### config.mk
export PLATFORM = sky130hd
export DESIGN_NAME = sprite_blitter_p
export DESIGN_NICKNAME = d
export VERILOG_FILES = /design/src/rtl/blitter_pkg.sv /design/src/rtl/blit_fifo.sv /design/src/rtl/sprite_blitter_p.sv
export SDC_FILE = /design/constraint.sdc
export NUM_CORES = 1
export LEC_CHECK = 0
export ABC_CLOCK_PERIOD_IN_PS = 6400
export BUFFER_PORTS_ARGS = -buffer_cell sky130_fd_sc_hd__buf_2
export CORE_UTILIZATION = 60
export DETAILED_ROUTE_END_ITERATION = 6
export PLACE_DENSITY = 0.81
export SLEW_MARGIN = 5
export SYNTH_ARGS = -nofsm -noshare
export SYNTH_HDL_FRONTEND = slang
export SYNTH_HIERARCHICAL = 1
export SYNTH_SLANG_ARGS = --single-unit
### constraint.sdc
create_clock -name Clk -period 6.4 [get_ports Clk]
set_clock_uncertainty 0.1 [all_clocks]
set_input_delay 0.96 -clock Clk [delete_from_list [all_inputs] [get_ports Clk]]
set_output_delay 0.96 -clock Clk [all_outputs]
set_load 0.05 [all_outputs]
### src/rtl/blitter_pkg.sv
// blitter_pkg: shared types and default constants for the sprite blitter.
package blitter_pkg;
   localparam int BLIT_CW = 10;
   localparam int BLIT_PIX_W = 16;
   localparam int SHEET_W_DEF = 640;
   localparam int RD_LAT_DEF = 2;
   typedef enum logic [1:0] {IDLE, ISSUE, DRAIN, DONE} blit_state_t;
   typedef struct packed {
      logic [BLIT_CW-1:0] x;
      logic [BLIT_CW-1:0] y;
      logic [BLIT_PIX_W-1:0] pix;
      logic skip;
   } blit_entry_t;
endpackage

### src/rtl/blit_fifo.sv
// blit_fifo: return-data FIFO holding tagged pixels between the SRAM and the frame buffer.
module blit_fifo
   import blitter_pkg::*;
#(
   parameter int DEPTH = 4
) (
   input  logic Clk,
   input  logic Reset_n,
   input  logic push_i,
   input  blit_entry_t din_i,
   input  logic pop_i,
   output blit_entry_t dout_o,
   output logic empty_o,
   output logic [$clog2(DEPTH+1)-1:0] count_o
);
   localparam int PW = DEPTH > 1 ? $clog2(DEPTH) : 1;
   localparam int CNT_W = $clog2(DEPTH + 1);
   blit_entry_t mem_q [DEPTH];
   logic [PW-1:0] wr_q, rd_q;
   logic [CNT_W-1:0] count_q;
   assign dout_o = mem_q[rd_q];
   assign empty_o = count_q == '0;
   assign count_o = count_q;
   always_ff @(posedge Clk or negedge Reset_n) begin
      if (!Reset_n) begin
         wr_q <= '0;
         rd_q <= '0;
         count_q <= '0;
      end else begin
         wr_q <= push_i ? (wr_q == PW'(DEPTH - 1) ? '0 : wr_q + 1'b1) : wr_q;
         rd_q <= pop_i ? (rd_q == PW'(DEPTH - 1) ? '0 : rd_q + 1'b1) : rd_q;
         count_q <= count_q + CNT_W'(push_i) - CNT_W'(pop_i);
      end
   end
   always_ff @(posedge Clk) begin
      if (push_i) mem_q[wr_q] <= din_i;
   end
endmodule

### src/rtl/sprite_blitter_p.sv
// sprite_blitter_p: pipelined sprite copy from SRAM sheet to frame buffer with
// flip, colour-key transparency, fixed read latency and write backpressure.
module sprite_blitter_p
   import blitter_pkg::*;
#(
   parameter int CW = BLIT_CW,
   parameter int PIX_W = BLIT_PIX_W,
   parameter int SRAM_AW = 20,
   parameter int SHEET_W = SHEET_W_DEF,
   parameter int RD_LAT = RD_LAT_DEF,
   parameter int FIFO_DEPTH = RD_LAT + 2
) (
   input  logic Clk,
   input  logic Reset_n,
   input  logic Draw_Start,
   input  logic [CW-1:0] AddrX_Start,
   input  logic [CW-1:0] AddrY_Start,
   input  logic [CW-1:0] AddrX_Stop,
   input  logic [CW-1:0] AddrY_Stop,
   input  logic [CW-1:0] SRAM_ADDR_X_Start,
   input  logic [CW-1:0] SRAM_ADDR_Y_Start,
   input  logic Flip_X,
   input  logic Transp_En,
   input  logic [PIX_W-1:0] Color_Key,
   output logic SRAM_Rd,
   output logic [SRAM_AW-1:0] SRAM_ADDR,
   input  logic [PIX_W-1:0] Data_Read,
   output logic [CW-1:0] AddrX,
   output logic [CW-1:0] AddrY,
   output logic [PIX_W-1:0] ColorIdxOut,
   output logic We,
   input  logic Fb_Ready,
   output logic Busy,
   output logic Draw_Done
);
   localparam int CNT_W = $clog2(FIFO_DEPTH + 1);
   blit_state_t state_q;
   logic [CW-1:0] x0_q, y0_q, w_q, h_q, sx_q, sy_q, dx_q, dy_q;
   logic flip_q, transp_q;
   logic [PIX_W-1:0] key_q;
   logic [CNT_W-1:0] in_flight_q, fifo_cnt;
   logic [RD_LAT-1:0] vld_q;
   logic [CW-1:0] tx_q [RD_LAT];
   logic [CW-1:0] ty_q [RD_LAT];
   logic [CW-1:0] src_x, src_y;
   logic last_px, row_end, arrive, fifo_empty, fifo_pop;
   blit_entry_t head, push_entry;
   assign src_x = sx_q + (flip_q ? w_q - CW'(1) - dx_q : dx_q);
   assign src_y = sy_q + dy_q;
   assign row_end = dx_q == w_q - CW'(1);
   assign last_px = row_end && dy_q == h_q - CW'(1);
   // Credit counts reads in the tag pipe plus FIFO entries, so a full stall can never overflow the FIFO.
   assign SRAM_Rd = state_q == ISSUE && {1'b0, in_flight_q} + {1'b0, fifo_cnt} < (CNT_W + 1)'(FIFO_DEPTH);
   assign SRAM_ADDR = SRAM_Rd ? SRAM_AW'(src_y) * SRAM_AW'(SHEET_W) + SRAM_AW'(src_x) : '0;
   assign arrive = vld_q[RD_LAT-1];
   assign push_entry = '{x: tx_q[RD_LAT-1], y: ty_q[RD_LAT-1], pix: Data_Read,
                         skip: transp_q && Data_Read == key_q};
   assign We = !fifo_empty && !head.skip;
   assign fifo_pop = !fifo_empty && (head.skip || Fb_Ready);
   assign AddrX = We ? head.x : '0;
   assign AddrY = We ? head.y : '0;
   assign ColorIdxOut = We ? head.pix : '0;
   always_ff @(posedge Clk or negedge Reset_n) begin
      if (!Reset_n) begin
         state_q <= IDLE;
         {x0_q, y0_q, w_q, h_q, sx_q, sy_q, dx_q, dy_q} <= '0;
         {flip_q, transp_q, key_q} <= '0;
         Busy <= 1'b0;
         Draw_Done <= 1'b0;
      end else begin
         Draw_Done <= 1'b0;
         case (state_q)
            IDLE: if (Draw_Start) begin
               x0_q <= AddrX_Start;
               y0_q <= AddrY_Start;
               w_q <= AddrX_Stop - AddrX_Start;
               h_q <= AddrY_Stop - AddrY_Start;
               sx_q <= SRAM_ADDR_X_Start;
               sy_q <= SRAM_ADDR_Y_Start;
               flip_q <= Flip_X;
               transp_q <= Transp_En;
               key_q <= Color_Key;
               dx_q <= '0;
               dy_q <= '0;
               if (AddrX_Stop <= AddrX_Start || AddrY_Stop <= AddrY_Start) state_q <= DONE;
               else begin
                  state_q <= ISSUE;
                  Busy <= 1'b1;
               end
            end
            ISSUE: if (SRAM_Rd) begin
               dx_q <= row_end ? '0 : dx_q + CW'(1);
               dy_q <= row_end ? dy_q + CW'(1) : dy_q;
               if (last_px) state_q <= DRAIN;
            end
            DRAIN: if (in_flight_q == '0 && fifo_empty) begin
               state_q <= DONE;
               Busy <= 1'b0;
            end
            default: begin
               state_q <= IDLE;
               Draw_Done <= 1'b1;
            end
         endcase
      end
   end
   always_ff @(posedge Clk or negedge Reset_n) begin
      if (!Reset_n) begin
         vld_q <= '0;
         in_flight_q <= '0;
         for (int i = 0; i < RD_LAT; i++) begin
            tx_q[i] <= '0;
            ty_q[i] <= '0;
         end
      end else begin
         for (int i = RD_LAT - 1; i > 0; i--) begin
            vld_q[i] <= vld_q[i-1];
            tx_q[i] <= tx_q[i-1];
            ty_q[i] <= ty_q[i-1];
         end
         vld_q[0] <= SRAM_Rd;
         tx_q[0] <= x0_q + dx_q;
         ty_q[0] <= y0_q + dy_q;
         in_flight_q <= in_flight_q + CNT_W'(SRAM_Rd) - CNT_W'(arrive);
      end
   end
   blit_fifo #(.DEPTH(FIFO_DEPTH)) u_fifo (
      .Clk(Clk),
      .Reset_n(Reset_n),
      .push_i(arrive),
      .din_i(push_entry),
      .pop_i(fifo_pop),
      .dout_o(head),
      .empty_o(fifo_empty),
      .count_o(fifo_cnt)
   );
endmodule

==> out/qor.yml, run 1 <==
clock_tree:
  max-clock-path-buffers: 3
  cts_tree: "yes"
  clkSinkCount: 302
  root_buffer: "clkbuf_16"
  cts_buffers: 30
  h-tree-depth: 1
  clk_pin_slew_worst_paths_ns: 0.07
  clk_latency_ns: 0.54
  hold_buffers: 0
floorplanning:
  rows: 58
  die_area_mm2: 0.02672
  die_h_um: 163.5
  core_area_mm2: 0.02540
  die_x_um: 163.5
  ios: 158
  initial_core_util_pct: 61.58
pwr:
  p_per_area_mw_per_mm2: 599.1
  p_total_mw: 10.93
  peakVddDrop_mv: 0.5719
  leakage_nw: 7.968
place:
  portBuffers: 157
  dp_hpwl_um: 23230
  place_congestion: 0.8916
  pre_cts_ws_ns: -0.1096
final_layout:
  largest_register_ffs: 148
  fin_nets: 1680
  finish.utilization_pct: 71.86
  largest_register: "u_fifo/mem_q"
  antenna_cells: 0
  area_growth_pct: 16.69
  drive_gt1_share_pct: 25.00
sta:
  rsz0062_at_grt: "yes"
  period_needed_ns: 6.610
  setup_viol: 4
  hold_viol_final: 0
  holdWs_ns: 0.2466
  final.setup.worst_slack_ns: -0.2096
  fmax_mhz: 151.3
  finalCritPeriodShare_pct: 103.3
  setup_tns_ns: -0.5810
  tightest_slew_ns: 0.8621
  drv_slew: 0
  relSlewSlack_pct: 42.53
worst_setup_path:
  end_kind: "output pin"
  critPathRequiredTime_ns: 5.34
  rr_worst_depth: 10
  critPathMaxFanout: 4
  cp-start-kind: "flop"
  worstPathArrival_ns: 5.55
  worstSetupPathType: "flop to output pin"
drt:
  wl_per_cell_um: 18.27
  drc_errors: 0
  vias_per_cell: 5.744
  ant_nets: 0
  wl_um: 33280
  firstDrtPassIters: 5
  dr_total_vias: 10470
  detail_route.iter0.violations: 653
global_route:
  grtUsageTotal_pct: 25.65
  grt_max_degree: 96
  grt_pass1_wl_um: 53500
  overflow: 0
  grt_antenna_before_repair: 0
  grt_pass1_vias: 10650
min_path:
  worstHoldPathCells: 0
  hold_class: "flop to flop"
synthesis:
  synth_area_mm2: 0.01564
  ys_ff_latch: 302
  synthCells: 1265
  yosysSeqAreaShare_pct: 53.05
  synth_fp_nets: 1477
  synth_edf_count: 148
  ys.flop_type: "dfrtp_1"
  ys_async_sr_fraction_pct: 50.99
  ys_types: 65
  syn-mean-instance-area_um2: 12.36
  yosysWarnings: 6
status:
  failed_checks: "negative setup slack"
  status: "finished with violations"
job:
  cap_viol_max_count: 0
worst max-delay path: stages, from the launching register on:
cell and delay (ns):
dfrtp_1 0.41, or4_4 0.58, nand2_1 0.14, ha_4 0.22
nand2_1 0.07, o21bai_1 0.12, a21oi_2 0.09, or3_1 0.31
nand3_1 0.08, o21ai_0 0.10, ha_1 0.29, or2_2 0.28
a21oi_2 0.17, nor3b_2 0.08, mux2i_1 0.13, a211oi_2 0.18
xor2_1 0.19, ha_2 0.24, a211oi_1 0.09, nor3_2 0.20
nand4b_1 0.17, a211oi_2 0.21, xor2_1 0.22, mux2i_2 0.25
buf_6 0.18
cells in the mapped netlist, types with 4 or more instances:
cell type	n	area, um^2
dfrtp_1	154	3854
edfxtp_1	148	4444
ha_1	103	1289
nand2_1	86	322.8
inv_1	84	315.3
o21ai_0	80	400.4
nor2_1	61	229.0
xnor2_1	60	525.5
xor2_1	49	429.2
and2_1	44	275.3
mux2_2	44	495.5
a21oi_1	40	200.2
mux4_2	37	833.3
nor3_1	27	135.1
nand3_1	19	95.09
a21o_1	18	135.1
clkbuf_1	16	60.06
nand4_1	16	100.1
nor2b_1	14	87.58
nand2b_1	12	75.07
fa_1	11	220.2
nor4_1	11	68.82
o21bai_1	9	67.56
a211oi_1	8	60.06
and3_1	7	43.79
mux2i_1	7	70.07
nor3b_1	7	52.55
o21a_1	7	52.55
o31ai_1	7	52.55
buf_1	6	22.52
or2_2	6	37.54
or3_1	5	31.28
a2111oi_0	4	35.03
a31oi_1	4	25.02
o41ai_1	4	35.03
path summary, 6_finish.rpt:
check,startpoint,endpoint,slack (ns)
max in group asynchronous,Reset_n,u_fifo/rd_q[0],4.78
worst max-delay path,w_q[1],SRAM_ADDR[18],-0.21
worst min-delay path,tx_q[12],push_entry[29],0.25
worst min register to register,tx_q[12],push_entry[29],0.25
min in group asynchronous,Reset_n,h_q[9],0.26
worst max register to register,in_flight_q[2],dy_q[6],2.83
routing by layer:
| layer | track usage (%) | up-vias | share of wire, % |
|---|---|---|---|
| met2 | 45.86 | 296 | 51 |
| met4 | 7.407 | 0 | 2.5 |
| met1 | 32.86 | 5137 | 41 |
| met3 | 2.946 | 56 | 4.9 |
| li1 | - | 4976 | - |
| met5 | 0 | - | 0 |
timing repair:
action,4_1_cts,5_1_grt
pin swaps,14,13
cloned,0,0
endpoints found under the setup margin,9,10
hold endpoints to repair,0,0
resized for setup,35,13
setup buffers,6,4
cells by family (layout without fill, tap and decap cells):
group                      Yosys count  count (layout)  synth area share, %
and+or+nand+nor                    333             333                11.00
DFF                                302             302                53.05
AOI/OAI and AO/OA                  204             204                8.159
adders and majority gates          114             114                9.647
buffers and inverters              114             341                2.952
xor gates and xnor gates           110             110                6.247
muxes                               88              88                8.943
where the power goes:
part	total (mW)	switching [mW]	internal, mW
Clock	1.78	0.735	1.05
Combinational	6.12	3.47	2.65
Sequential	3.03	0.401	2.63
final cells by class:
type | instances | area, um^2
Sequential cell | 302 | 8299
Fill cell | 1752 | 7147
Multi-Input combinational cell | 849 | 7051
Timing Repair Buffer | 201 | 1164
Clock buffer | 42 | 847.1
Tap cell | 330 | 412.9
Inverter | 84 | 315.3
Clock inverter | 14 | 163.9
metrics by stage:
step           cells  cell area, um^2
5_1_grt         1822            18250
3_3_place_gp    1757            17000
3_5_place_dp    1757            17000
4_1_cts         1818            18180
6_report        1822            18250
2_1_floorplan   1265            15660
placed cells by master (no fill, tap or decap), types with 12 or more instances in the layout:
master     count
dfrtp_1      153
edfxtp_1     148
nand4_1       16
nand2b_1      12
nor2_1        57
and2_1        44
mux4_2        37
nor3_1        25
clkbuf_16     31
xnor2_1       59
o21ai_0       76
nand3_1       18
xor2_1        49
inv_1         84
nand2_1       85
mux2_2        44
buf_2        150
a21o_1        18
buf_4         43
a21oi_1       36
ha_1          99
nor2b_1       13
(Power assumes the default switching activity.)
==> inputs of run 2 (changes only) <==
--- a/config.mk
+++ b/config.mk
@@ -8,10 +8,9 @@
 export ABC_CLOCK_PERIOD_IN_PS = 6400
 export BUFFER_PORTS_ARGS = -buffer_cell sky130_fd_sc_hd__buf_2
 export CORE_UTILIZATION = 60
+export CTS_CLUSTER_DIAMETER = 60
 export DETAILED_ROUTE_END_ITERATION = 6
 export PLACE_DENSITY = 0.81
-export SLEW_MARGIN = 5
 export SYNTH_ARGS = -nofsm -noshare
 export SYNTH_HDL_FRONTEND = slang
-export SYNTH_HIERARCHICAL = 1
 export SYNTH_SLANG_ARGS = --single-unit
==> run 2 against run 1 <==
Effect of this change: the run still ends with negative setup slack left; critical path depth decreased by 2; first-iteration DRC count shrank 9.2%; maximum frequency fell by 3.3%; hold slack improved by 0.0021 ns; flip-flop and latch count is the same; sequential share of layout area shrank 0.18 points; via count rose by 0.32%; non-clock buffer count fell by 10; final area rose by 0.43%.
==> out/qor.yml, run 2 <==
status:
  status: "finished with violations"
  failed_checks: "negative setup slack"
worst_setup_path:
  critPathMaxStageDelay_ns: 0.60  # +0.02 ns
  worstPathArrival_ns: 5.78  # +0.23 ns
  worst_path_most_repeated_cell: "a21oi_2"
  critPathMaxFanout: 5  # +1
  end_kind: "output pin"
  cp-start-kind: "flop"
  cp_slowest_cell: "or4_4"
  worstSetupPathType: "flop to output pin"
  crit_chain: "or4_4, nor2_4, xor2_1, ha_2, or2_4, a21oi_2, a31oi_2, xor2_1, nand2_1, o21ai_1, ha_1, a31o_2, a21oi_2, xnor3_1, ha_4, nor2b_4, o21a_1, nand4b_1, o311a_1, or3_1, a21oi_2, buf_6"
  critPathRequiredTime_ns: 5.34  # about the same
sta:
  rsz0062_at_grt: "yes"
  drv_slew: 0  # unchanged
  hold_viol_final: 0  # unchanged
  final.setup.worst_slack_ns: -0.4369  # -0.2274 ns
  relSlewSlack_pct: 27.58  # -15 points
  finalCritPeriodShare_pct: 106.8  # +3.6 points
  period_needed_ns: 6.837  # +0.2274 ns
  setup_viol: 3  # -1
  fmax_mhz: 146.3  # -3.3%
  tightest_slew_ns: 1.086  # +0.2242 ns
final_layout:
  drive_gt1_share_pct: 25.30  # +0.30 points
  fin_nets: 1669  # -0.65%
  area_growth_pct: 17.33
  layout_commonest_cell: "dfrtp_1"
  stdcell_area_mm2: 0.01833  # +0.43%
  final_cell_count_no_fill: 1813  # -0.49%
  nFillCells: 1694  # -3.3%
  largest_register_ffs: 148  # unchanged
  finish.utilization_pct: 72.37  # +0.51 points
  largest_register: "u_fifo.mem_q"
  final_cell_mix: "dfrtp_1, edfxtp_1, buf_2"
drt:
  firstDrtPassIters: 5  # unchanged
  detail_route.iter0.violations: 593  # -9.2%
  ant_nets: 0  # unchanged
  wl_um: 34120  # +2.5%
  vias_per_cell: 5.790  # +0.81%
  drc_errors: 0  # unchanged
  dr_total_vias: 10500  # +0.32%
  wl_per_cell_um: 18.82  # +3.0%
synthesis:
  syn-mean-instance-area_um2: 12.31  # -0.43%
  synth_top_area_share_pct: 28.45  # +0.034 points
  synth_top_area_cell: "edfxtp_1"
  synthCells: 1269  # +0.32%
  ys_types: 60  # -7.7%
  synth_edf_count: 148  # unchanged
  synth_fp_nets: 1481  # +0.27%
  ys_async_sr_fraction_pct: 50.99  # unchanged
  synth.most_common_cell: "dfrtp_1"
  ys_ff_latch: 302  # unchanged
  yosysSeqAreaShare_pct: 53.12  # +0.064 points
  yosysWarnings: 0  # -6
  synth_common_cells: "dfrtp_1, edfxtp_1, ha_1"
  synth_area_leaders: "edfxtp_1, dfrtp_1, ha_1"
  ys.flop_type: "dfrtp_1"
  synth_area_mm2: 0.01562  # -0.12%
clock_tree:
  clk_pin_slew_worst_paths_ns: 0.06  # about the same
  max-clock-path-buffers: 3  # unchanged
  h-tree-depth: 1  # unchanged
  cts_tree: "yes"
  clk_latency_ns: 0.56  # +0.02 ns
  root_buffer: "clkbuf_16"
  clkSinkCount: 302  # unchanged
  cts_buffers: 31  # +3.3%
floorplanning:
  initial_core_util_pct: 61.68  # +0.10 points
  ios: 158  # unchanged
  rows: 58  # unchanged
  core_area_mm2: 0.02533  # -0.29%
  die_x_um: 163.4  # about the same
  die_area_mm2: 0.02669  # -0.12%
  die_h_um: 163.4  # about the same
place:
  dp_hpwl_um: 22810  # -1.8%
  portBuffers: 157  # unchanged
  dp_cells: 1740  # -0.97%
  placed_area_mm2: 0.01686  # -0.81%
  place_congestion: 0.8343  # -6.4%
  pre_cts_ws_ns: -0.1161  # -0.006500 ns
global_route:
  grt_pass1_wl_um: 53750  # +0.48%
  grtUsageTotal_pct: 25.81  # +0.16 points
  grt_max_degree: 98  # +2.1%
  grt_pass1_vias: 10620  # -0.25%
  grt_antenna_before_repair: 1  # +1
  overflow: 0  # unchanged
min_path:
  hold_class: "flop to flop"
job:
  cap_viol_max_count: 0  # unchanged
[run 2: cell types whose count changed after synthesis, moves of 5 or more]
cell and delta:
a211oi_1 -5, nor2b_1 +37, and3_1 +6, and2_1 -32, clkbuf_1 +14, nand2b_1 -5, o21ai_0 -13
[run 2: final timing paths]
check,startpoint,endpoint,slack [ns],depth (start not counted)
max in group asynchronous,Reset_n,key_q[0],4.45,2
worst min-delay path,tx_q[19],push_entry[36],0.25,0
worst min register to register,tx_q[19],push_entry[36],0.25,0
worst max-delay path,w_q[1],SRAM_ADDR[18],-0.44,22
min in group asynchronous,Reset_n,h_q[2],0.37,1
worst max register to register,w_q[0],dy_q[9],2.80,13
[run 2: routing by layer]
| metal | up-vias | track usage, % | routed length (um) | part of all wire (%) |
|---|---|---|---|---|
| li1 | 4959 | - | - | - |
| met1 | 5214 | 31.78 | 13810 | 40 |
| met2 | 263 | 47.03 | 18010 | 53 |
| met3 | 62 | 3.073 | 1390 | 4.1 |
| met4 | 0 | 8.241 | 908 | 2.7 |
| met5 | - | 0 | 0 | 0 |
[run 2: through the flow]
step	setup TNS (ns)	hold WS, ns
3_3_place_gp	0	0.2332
6_report	-0.6819	0.2486
4_1_cts	-0.2920	0.2501
5_1_grt	-2.084	0.2529
3_5_place_dp	-0.1161	0.2355
2_1_floorplan	0	0.2312
[run 2: cell families (layout without fill, tap and decap cells)]
group	Yosys count	count (layout)	synth area share [%]
and+or+nand+nor	331	331	10.84
xor gates and xnor gates	111	111	6.399
adders and majority gates	114	114	9.659
muxes	87	87	8.858
DFF	302	302	53.12
other	0	1	0
AOI/OAI and AO/OA	200	200	8.129
buffers and inverters	124	337	2.995
[run 2: cell type report]
class	instances	area [um^2]	share of cell area, %
diodes	1	2.502	0.01365
clock buffers	41	863.3	4.710
clock inverters	17	211.5	1.154
inverters	88	330.3	1.802
multi-input cells	843	7119	38.84
flip-flops and latches	302	8302	45.29
well taps	330	412.9	2.253
repair buffers	191	1089	5.939
[run 2: what timing repair did]
item                                    4_1_cts  5_1_grt
hold buffers                                  0        0
setup buffers                                11        3
pin swaps                                    19       19
endpoints found under the setup margin        9       10
resized for setup                            40       38
[run 2: worst max-delay path: cells and delay by family (launching register included)]
kind / cells / cell delay [ns]
fa+ha+maj: 3 / 0.96
simple gates: 7 / 1.67
xor+xnor: 3 / 0.59
flops: 1 / 0.41
buf+inv: 1 / 0.19
compound gates: 8 / 1.42
Power of run 2 is not shown: default switching activity piles up to over one toggle a cycle in this logic, so the estimate is an artifact.
==> inputs of run 3 (changes only) <==
--- a/config.mk
+++ b/config.mk
@@ -7,10 +7,11 @@
 export LEC_CHECK = 0
 export ABC_CLOCK_PERIOD_IN_PS = 6400
 export BUFFER_PORTS_ARGS = -buffer_cell sky130_fd_sc_hd__buf_2
-export CORE_UTILIZATION = 60
+export CORE_UTILIZATION = 62
+export CTS_BUF_LIST = sky130_fd_sc_hd__clkbuf_4 sky130_fd_sc_hd__clkbuf_8
 export CTS_CLUSTER_DIAMETER = 60
 export DETAILED_ROUTE_END_ITERATION = 6
-export PLACE_DENSITY = 0.81
+export PLACE_DENSITY = 0.83
 export SYNTH_ARGS = -nofsm -noshare
 export SYNTH_HDL_FRONTEND = slang
 export SYNTH_SLANG_ARGS = --single-unit
==> run 3 against run 2 <==
Effect of this change: the run still ends with negative setup slack left; worst setup slack got worse by 0.046 ns; global-route usage grew 0.41 points; critical path depth is the same; utilization is 2.2 points higher; first-iteration DRC count is 0.17% higher; clock-buffer cell count rose by 38; non-clock buffer count unchanged; flip-flop and latch count unchanged; hold slack worse by 0.00090 ns; largest cell class unchanged; wire length down 1.2%; critical path type unchanged; register-to-register slack about the same; sequential share of layout area is 0.074 points higher.
==> out/qor.yml, run 3 (same netlist as run 2, synthesis figures left out) <==
status:
  status: "finished with violations"
  failed_checks: "negative setup slack"
worst_setup_path:
  critPathRequiredTime_ns: 5.34  # about the same
  worstSetupPathType: "flop to output pin"
  cp-start-kind: "flop"
  end_kind: "output pin"
  critPathMaxStageDelay_ns: 0.58  # -0.02 ns
  critPathMaxFanout: 4  # -1
  crit_chain: "or4_4, nand2_2, ha_4, a21oi_4, xnor2_1, nand2_1, o21ai_0, ha_1, nand2_1, o21ai_2, or4_4, a31o_4, a21oi_2, xnor3_1, ha_4, nor2b_4, o21a_1, nand4b_1, o311a_1, or3_1, a21oi_2, buf_6"
  rrSetupSlack_ns: 2.80  # about the same
  rr_worst_depth: 10  # -3
  worstPathArrival_ns: 5.82  # +0.04 ns
  cp_slowest_cell: "or4_4"
  reg2reg_to: "dy_q[7]"
  r2r_start: "w_q[1]"
clock_tree:
  max-clock-path-buffers: 3  # unchanged
  clk_pin_slew_worst_paths_ns: 0.06  # about the same
  cts_buffers: 48  # +55%
  clk_latency_ns: 0.57  # about the same
  cts_tree: "yes"
  clkSinkCount: 302  # unchanged
  root_buffer: "clkbuf_8"
  h-tree-depth: 2  # +1
  hold_buffers: 0  # unchanged
sta:
  fmax_mhz: 145.3  # -0.66%
  hold_viol_final: 0  # unchanged
  period_needed_ns: 6.882  # +0.04553 ns
  final.setup.worst_slack_ns: -0.4825  # -0.04553 ns
  finalCritPeriodShare_pct: 107.5  # +0.71 points
  tightest_slew_ns: 1.116  # +0.02964 ns
  drv_slew: 0  # unchanged
  rsz0062_at_grt: "yes"
  relSlewSlack_pct: 25.60  # -2.0 points
  setup_viol: 6  # +3
global_route:
  grt_pass1_vias: 10650  # +0.28%
  grt_antenna_before_repair: 0  # -1
  overflow: 0  # unchanged
  grtUsageTotal_pct: 26.22  # +0.41 points
  grt_max_degree: 88  # -10%
  grt_pass1_wl_um: 53200  # -1.0%
floorplanning:
  initial_core_util_pct: 63.68  # +2.0 points
  ios: 158  # unchanged
  rows: 57  # -1.7%
  die_area_mm2: 0.02584  # -3.2%
  die_x_um: 160.7  # -1.6%
  die_h_um: 160.7  # -1.6%
  core_area_mm2: 0.02453  # -3.1%
final_layout:
  layout_commonest_cell: "dfrtp_1"
  drive_gt1_share_pct: 27.36  # +2.1 points
  finish.utilization_pct: 74.58  # +2.2 points
  largest_register: "u_fifo.mem_q"
  final_cell_mix: "dfrtp_1, edfxtp_1, buf_2"
  antenna_cells: 0  # -1
  fin_nets: 1686  # +1.0%
  largest_register_ffs: 148  # unchanged
  final_cell_count_no_fill: 1837  # +1.3%
  area_growth_pct: 17.12
job:
  cap_viol_max_count: 0  # unchanged
place:
  dp_hpwl_um: 23040  # +1.0%
  dp_cells: 1731  # -0.52%
  place_congestion: 0.8686  # +4.1%
  portBuffers: 157  # unchanged
min_path:
  worstHoldStart: "ty_q[10]"
  worstHoldPathCells: 0  # unchanged
  hold_class: "flop to flop"
  hold_end: "push_entry[17]"
drt:
  detail_route.iter0.violations: 594  # +0.17%
  wl_um: 33700  # -1.2%
  wl_per_cell_um: 18.35  # -2.5%
  dr_total_vias: 10640  # +1.4%
  ant_nets: 0  # unchanged
  vias_per_cell: 5.794  # about the same
  drc_errors: 0  # unchanged
  firstDrtPassIters: 5  # unchanged
[run 3: cell count changes in the layout (fill, tap and decap cells not counted), moves of 5 or more]
cell and change:
buf_4 -5, buf_6 +6, clkbuf_1 -5, clkbuf_16 -31, clkbuf_4 +24, clkbuf_8 +50
clkinv_2 +5
[run 3: through the flow]
step	setup slack, ns	instance area [um^2]	setup TNS [ns]	hold slack (ns)
final	-0.4825	18300	-1.208	0.2477
after global routing	-0.7485	18300	-3.007	0.2528
after CTS	-0.3141	18070	-0.5104	0.2493
after detailed placement	-0.1630	16830	-0.1630	0.2347
after global placement	0.01637	16830	0	0.2354
after floorplan	0.003134	15630	0	0.2312
[run 3: cell type report]
cell class,instances,area (um^2)
clock buffers,79,937.1
well taps,324,405.4
fillers,1574,6236
inverters,88,330.3
repair buffers,191,1114
flip-flops and latches,302,8300
clock inverters,10,88.84
multi-input cells,843,7122
[run 3: worst max path at each step]
stage	slack [ns]	start	cells after the start	endpoint
after floorplan	0.003	w_q[0]	20	SRAM_ADDR[19]
after global placement	0.02	w_q[0]	22	SRAM_ADDR[18]
after detailed placement	-0.16	w_q[0]	21	SRAM_ADDR[18]
after CTS	-0.31	w_q[0]	25	SRAM_ADDR[18]
after global routing	-0.75	w_q[0]	23	SRAM_ADDR[18]
final	-0.48	w_q[1]	22	SRAM_ADDR[18]
[run 3: what timing repair did]
action / CTS / global route
resized for setup: 36 / 47
hold endpoints to repair: 0 / 0
buffers inserted: 10 / 9
setup endpoints to repair: 10 / 10
pin swaps: 20 / 15
[run 3: per-layer routing]
metal,wire [um],part of all wire [%],vias up,GRT usage [%]
met2,17610,52,299,46.79
met3,1445,4.3,75,3.693
met5,0,0,-,0
li1,-,-,5015,-
met4,880,2.6,0,8.662
met1,13770,41,5255,32.90
[run 3: worst max-delay path: cells and delay by family, from the launching register on]
| kind | cells | cell delay, ns |
|---|---|---|
| and+or+nand+nor | 8 | 2.01 |
| xor gates and xnor gates | 2 | 0.41 |
| buffers and inverters | 1 | 0.19 |
| AOI/OAI and AO/OA | 8 | 1.41 |
| DFF | 1 | 0.42 |
| adders and majority gates | 3 | 0.82 |
Power of run 3 is left out for the same reason.
